===== config.mk =====
export PLATFORM = sky130hd
export DESIGN_NAME = conf_port_arbiter
export DESIGN_NICKNAME = d
export VERILOG_FILES = /design/src/rtl/vic20_conf_pkg.sv /design/src/rtl/conf_fill_engine.sv /design/src/rtl/conf_port_arbiter.sv
export SDC_FILE = /design/constraint.sdc
export NUM_CORES = 1
export LEC_CHECK = 0
export ABC_AREA = 1
export ABC_CLOCK_PERIOD_IN_PS = 2900
export BUFFER_PORTS_ARGS = -buffer_cell sky130_fd_sc_hd__buf_2
export CAP_MARGIN = 40
export CORE_ASPECT_RATIO = 2
export CORE_UTILIZATION = 48
export CTS_BUF_LIST = sky130_fd_sc_hd__clkbuf_8 sky130_fd_sc_hd__clkbuf_16
export DETAILED_ROUTE_END_ITERATION = 7
export PLACE_DENSITY = 0.7
export SKIP_LAST_GASP = 1
export SLEW_MARGIN = 0
export SYNTH_ARGS = -nofsm -noshare
export SYNTH_HDL_FRONTEND = slang
export SYNTH_SLANG_ARGS = --single-unit

===== constraint.sdc =====
create_clock -name clk_sys -period 2.9 [get_ports clk_sys]
set_input_delay 0.145 -clock clk_sys [delete_from_list [all_inputs] [get_ports clk_sys]]
set_output_delay 0.145 -clock clk_sys [all_outputs]
set_load 0.05 [all_outputs]

===== src/rtl/vic20_conf_pkg.sv =====
// Shared types for the VIC-20 configuration write port: address/data widths, requester ids, arbiter states.
// Pure type/constant package: no logic, no latency, no flow control.
package vic20_conf_pkg;
   typedef logic [15:0] conf_addr_t;
   typedef logic [7:0]  conf_data_t;

   typedef enum logic [1:0] {
      SRC_DL    = 2'd0,
      SRC_PATCH = 2'd1,
      SRC_FILL  = 2'd2,
      SRC_NONE  = 2'd3
   } conf_src_e;

   typedef enum logic {
      ARB_IDLE = 1'b0,
      ARB_GAP  = 1'b1
   } arb_state_e;
endpackage


===== src/rtl/conf_fill_engine.sv =====
// Memory fill engine: after fill_start, walks base..base+len-1 (wrapping at 64K) one request per grant.
// req_valid is busy; the request holds until req_ready; fill_busy drops the cycle after the final grant.
module conf_fill_engine
   import vic20_conf_pkg::*;
(
   input  logic        clk_sys,
   input  logic        reset_n,
   input  logic        fill_start,
   input  logic [15:0] fill_base,
   input  logic [16:0] fill_len,
   input  logic [7:0]  fill_value,
   output logic        fill_busy,
   output logic        req_valid,
   input  logic        req_ready,
   output logic [15:0] req_addr,
   output logic [7:0]  req_data
);
   conf_addr_t  cur_addr;
   conf_data_t  value;
   logic [16:0] remain;
   logic        busy;

   always_ff @(posedge clk_sys or negedge reset_n) begin
      if (!reset_n) begin
         busy     <= 1'b0;
         cur_addr <= '0;
         remain   <= '0;
         value    <= '0;
      end else if (busy) begin
         // A start arriving while busy (even on the last grant) is dropped.
         if (req_ready) begin
            cur_addr <= cur_addr + 16'd1;
            remain   <= remain - 17'd1;
            if (remain == 17'd1)
               busy <= 1'b0;
         end
      end else if (fill_start && (fill_len != '0)) begin
         busy     <= 1'b1;
         cur_addr <= fill_base;
         remain   <= fill_len;
         value    <= fill_value;
      end
   end

   assign fill_busy = busy;
   assign req_valid = busy;
   assign req_addr  = cur_addr;
   assign req_data  = value;
endmodule


===== src/rtl/conf_port_arbiter.sv =====
// Shares the conf write port between download (s0), patch (s1) and fill; a grant in cycle N strobes conf_wr in N+1.
// Ready is combinational and single-cycle; GAP idle cycles follow each grant and hold blocks new grants only.
module conf_port_arbiter
   import vic20_conf_pkg::*;
#(
   parameter int GAP        = 3,
   parameter int STARVE_MAX = 8
) (
   input  logic        clk_sys,
   input  logic        reset_n,
   input  logic        hold,
   input  logic        s0_valid,
   input  logic [15:0] s0_addr,
   input  logic [7:0]  s0_data,
   output logic        s0_ready,
   input  logic        s1_valid,
   input  logic [15:0] s1_addr,
   input  logic [7:0]  s1_data,
   output logic        s1_ready,
   input  logic        fill_start,
   input  logic [15:0] fill_base,
   input  logic [16:0] fill_len,
   input  logic [7:0]  fill_value,
   output logic        fill_busy,
   output logic [15:0] conf_addr,
   output logic [7:0]  conf_data,
   output logic        conf_wr,
   output logic [1:0]  grant_id
);
   localparam int GW = (GAP > 1) ? $clog2(GAP) : 1;
   localparam int SW = (STARVE_MAX > 0) ? $clog2(STARVE_MAX + 1) : 1;
   localparam logic [GW-1:0] GAP_LOAD   = GW'((GAP > 0) ? GAP - 1 : 0);
   localparam logic [SW-1:0] STARVE_LIM = SW'(STARVE_MAX);

   logic       fill_req_valid, fill_req_ready;
   conf_addr_t fill_req_addr;
   conf_data_t fill_req_data;

   arb_state_e    state_q, state_d;
   logic [GW-1:0] gap_q, gap_d;
   logic [SW-1:0] starve_patch, starve_fill;
   logic          patch_starved, fill_starved, grant_ok;
   conf_src_e     win;

   conf_fill_engine u_fill (
      .clk_sys    (clk_sys),
      .reset_n    (reset_n),
      .fill_start (fill_start),
      .fill_base  (fill_base),
      .fill_len   (fill_len),
      .fill_value (fill_value),
      .fill_busy  (fill_busy),
      .req_valid  (fill_req_valid),
      .req_ready  (fill_req_ready),
      .req_addr   (fill_req_addr),
      .req_data   (fill_req_data)
   );

   assign patch_starved = (starve_patch >= STARVE_LIM);
   assign fill_starved  = (starve_fill >= STARVE_LIM);
   assign grant_ok      = (state_q == ARB_IDLE) && !hold && (s0_valid || s1_valid || fill_req_valid);

   // Starved sources jump ahead of s0; if both are starved, patch goes first.
   always_comb begin
      win = SRC_NONE;
      if (grant_ok) begin
         if (patch_starved && s1_valid)           win = SRC_PATCH;
         else if (fill_starved && fill_req_valid) win = SRC_FILL;
         else if (s0_valid)                       win = SRC_DL;
         else if (s1_valid)                       win = SRC_PATCH;
         else                                     win = SRC_FILL;
      end
   end

   assign s0_ready       = (win == SRC_DL);
   assign s1_ready       = (win == SRC_PATCH);
   assign fill_req_ready = (win == SRC_FILL);

   always_comb begin
      state_d = state_q;
      gap_d   = gap_q;
      case (state_q)
         ARB_IDLE: begin
            if ((win != SRC_NONE) && (GAP > 0)) begin
               state_d = ARB_GAP;
               gap_d   = GAP_LOAD;
            end
         end
         ARB_GAP: begin
            if (gap_q == '0) state_d = ARB_IDLE;
            else             gap_d   = gap_q - GW'(1);
         end
         default: state_d = ARB_IDLE;
      endcase
   end

   always_ff @(posedge clk_sys or negedge reset_n) begin
      if (!reset_n) begin
         state_q <= ARB_IDLE;
         gap_q   <= '0;
      end else begin
         state_q <= state_d;
         gap_q   <= gap_d;
      end
   end

   always_ff @(posedge clk_sys or negedge reset_n) begin
      if (!reset_n) begin
         starve_patch <= '0;
         starve_fill  <= '0;
      end else begin
         if (!s1_valid || (win == SRC_PATCH))           starve_patch <= '0;
         else if ((win != SRC_NONE) && !patch_starved)  starve_patch <= starve_patch + SW'(1);
         if (!fill_req_valid || (win == SRC_FILL))      starve_fill  <= '0;
         else if ((win != SRC_NONE) && !fill_starved)   starve_fill  <= starve_fill + SW'(1);
      end
   end

   always_ff @(posedge clk_sys or negedge reset_n) begin
      if (!reset_n) begin
         conf_wr   <= 1'b0;
         grant_id  <= SRC_NONE;
         conf_addr <= '0;
         conf_data <= '0;
      end else begin
         conf_wr  <= (win != SRC_NONE);
         grant_id <= win;
         case (win)
            SRC_DL:    begin conf_addr <= s0_addr;       conf_data <= s0_data;       end
            SRC_PATCH: begin conf_addr <= s1_addr;       conf_data <= s1_data;       end
            SRC_FILL:  begin conf_addr <= fill_req_addr; conf_data <= fill_req_data; end
            default:   ;
         endcase
      end
   end
endmodule

==> flow_summary_export.csv <==
group,metric,value,unit
worst_setup_path,slowest_stage,"ha_1",
clock_network,cts_setup_buffers,0,
synth,synth_area,4920,um2
die,core_area,10000,um2
global_route,globalRouteOverflowTotal,0,
synth,synth-seq-cells,80,
sta,max_freq,412,MHz
drt,drc,0,
clock_network,path_clk_slew,60,ps
sta,holdWs,57.5,ps
drt,drt_first_pass_iters,6,
synth,synthCells,722,
cells_and_area,fin_cells,975,
place,dpl.cell_count,958,
cells_and_area,fin_util,59.4,%
drt,wl_met1,5130,um
die,io_pins,125,
global_route,grt_max_degree,66,
synth,async_reset_ff_share,100,%
drt,routed.top_layer,"met4",
place,routabilityCongestion,0.957,
sta,worst_slew_pin_slew,747,ps
worst_setup_path,path_common_cell,"inv_1",
worst_setup_path,crit_required,2760,ps
die,die_h,145,um
sta,setup_ws,474,ps
sta,timing.setup.tns,0,ps
hold_path,min_path_type,"in -> reg",
clock_network,cts_tree,"done",
synth,synth_edf_count,0,
run,maxCapViolCount,0,
sta,min_period_over_period,83.7,%
sta,slew_viol_final,0,
place,preCtsSetupSlack,587,ps
clock_network,cts_root_buf,"clkbuf_16",
worst_setup_path,path_class,"reg -> out",
synth,synth_flop_cell,"dfrtp_1",
cells_and_area,drive_gt1_share,20.2,%
drt,routedWlPerCell,13.9,um
sta,slew_headroom,50.1,%
worst_setup_path,path_delay_family,"buffers and inverters",
outcome,status,"completed",
worst_setup_path,cp-end-kind,"primary output",
sta,period_needed,2430,ps
pwr,vdd_drop_max,0.461,mV
clock_network,cts_buffers,9,
die,rows,52,
cells_and_area,n_fill_cell,985,
worst_setup_path,worstPathMaxFanout,17,
clock_network,insertion_delay,340,ps
worst_setup_path,arrival,2280,ps
worst_setup_path,critPathMaxStageDelay,420,ps
clock_network,htreeDepth,3,
pwr,leakage,0.00303,uW
worst_setup_path,cp-start-kind,"flop",
cells_and_area,antenna_cells,0,
drt,wl_met2,7130,um
global_route,grt_pass1_vias,4853,
synth,ys_types,30,
worst_setup_path,path_buf_inv,4,
clock_network,clock_path_buffers,2,
cells_and_area,syn_to_final_growth,21.0,%
sta,setup_viol,0,
die,start_util,49.1,%
drt,wl_met3,727,um
synth,avgSynthCellArea,6.82,um2
drt,vias,5109,
drt,wirelength,13500,um
clock_network,cts.sinks,80,
place,hpwlAfterDp,10000,um
drt,vias_per_cell,5.24,
sta,skew,8.05,ps
drt,drt-initial-drc-count,373,
pwr,power_density,1030,nW/um2
die,die_w,73.6,um
worst_setup_path,crit_chain,"inv_1 -> nand2_1 -> a21oi_4 -> inv_1 -> nor3_1 -> inv_1 -> ha_1 -> buf_2",
synth,syn_nets,828,
global_route,antenna_found_initial,0,
global_route,grt_usage,26.9,%
synth,ys_seq_area_share,40.7,%
place,port_buffers,124,
global_route,grt_pass1_wl,22300,um
die,dieArea,10700,um2
sta,hold_viol,0,
cells_and_area,nets,941,
drt,ant_nets,0,
sta,rsz0062_at_grt,"false",
synth,synth_warnings,0,
worst paths after layout:
check                                           start                              end  slack (ps)  cells after the start
hold reg to reg            starve_fill[2]$_DFFE_PN0P_       starve_fill[2]$_DFFE_PN0P_         490                      1
min in group asynchronous                     reset_n     u_fill.remain[3]$_DFFE_PN0P_         220                      2
hold / removal                             s0_data[2]         conf_data[2]$_DFFE_PN0P_          60                      3
setup reg to reg                    state_q$_DFF_PN0_         conf_addr[6]$_DFFE_PN0P_         510                     12
max in group asynchronous                     reset_n  u_fill.req_addr[10]$_DFFE_PN0P_        2090                      3
setup / recovery                    state_q$_DFF_PN0_                         s1_ready         470                      8
Yosys cell counts, types with 2 or more instances:
master    instances  share of area [%]
o21ai_0          44                4.5
nand2_2           2               0.25
a21oi_1          16                1.6
o21ai_1           7               0.71
clkbuf_1         16                1.2
nand3_1          80                8.1
buf_2            10                1.0
or2_2            12                1.5
inv_1            72                5.5
dfstp_2           2                1.1
ha_1             11                2.8
o21ai_2           4               0.71
nor2_1           88                6.7
buf_6             4               0.92
nor3_1            2               0.20
nand4_1           5               0.64
dfrtp_1          78                 40
a31oi_1          24                3.1
buf_4             2               0.30
xnor2_1           2               0.36
nand2_1         232                 18
cell families after synthesis:
| kind of cell | after synthesis | share of synthesized area [%] |
|---|---|---|
| AO/OA/AOI/OAI | 100 | 11.5 |
| XOR/XNOR | 2 | 0.356 |
| adder cells (fa/ha/maj) | 11 | 2.80 |
| flip-flops | 80 | 40.7 |
| AND/OR/NAND/NOR | 424 | 35.6 |
| buffers and inverters | 105 | 9.02 |
metrics by stage:
stage / total power, uW / cell area, um2
final: 6150 / 5950
after global routing: 6650 / 5950
after CTS: 6180 / 5950
after detailed placement: 5020 / 5640
after global placement: 4920 / 5620
after floorplan: 4240 / 4920
report_power, final:
group / switching (uW) / total, uW / internal [uW]
Combinational: 2140 / 3040 / 897
Clock: 457 / 1140 / 685
Sequential: 367 / 1970 / 1610
Total: 2970 / 6150 / 3190
flip-flops by register name, indices dropped and copies added, names as in the netlist, 4 cells and up:
| signal | cells |
|---|---|
| u_fill.remain | 17 |
| conf_addr | 16 |
| conf_data | 8 |
| starve_patch | 4 |
| starve_fill | 4 |
| u_fill.req_data | 8 |
| u_fill.req_addr | 16 |
cell usage in the layout, fill, tap and decap left out, drive strengths merged, types with 2 or more instances in the layout:
cell type,netlist,layout
nand4,5,5
nor3,2,2
o21ai,55,55
clkinvlp,0,2
nand3,80,80
ha,11,11
buf,16,133
a31oi,24,24
nand2,234,234
or2,12,12
dfstp,2,2
inv,73,75
dfrtp,78,78
a21oi,17,17
nor2,89,89
clkbuf,16,10
xnor2,2,2
worst reg2reg max path, delay by kind of cell (launching register included):
family	cells	cell delay, ps
simple gates	4	600
compound gates	3	330
buf+inv	4	560
fa+ha+maj	1	420
flops	1	360
layer usage:
metal	global-route usage, %	up-vias
met5	0	-
met4	12.1	0
met3	4.44	41
met2	47.1	206
met1	30.8	2326
li1	-	2536
cell type report:
cell class | instances | area, um2 | area share, %
multi-input cells | 537 | 2470 | 41.5
flip-flops and latches | 80 | 2000 | 33.7
repair buffers | 134 | 733 | 12.3
inverters | 73 | 274 | 4.60
clock buffers | 10 | 239 | 4.01
well taps | 135 | 169 | 2.84
clock inverters | 6 | 61.3 | 1.03
what timing repair did:
item,in CTS,in global routing
endpoints found under the hold margin,15,0
hold buffers,1,0
resized for setup,0,0
setup endpoints to repair,0,0
Power figures use the tool's default switching activity.
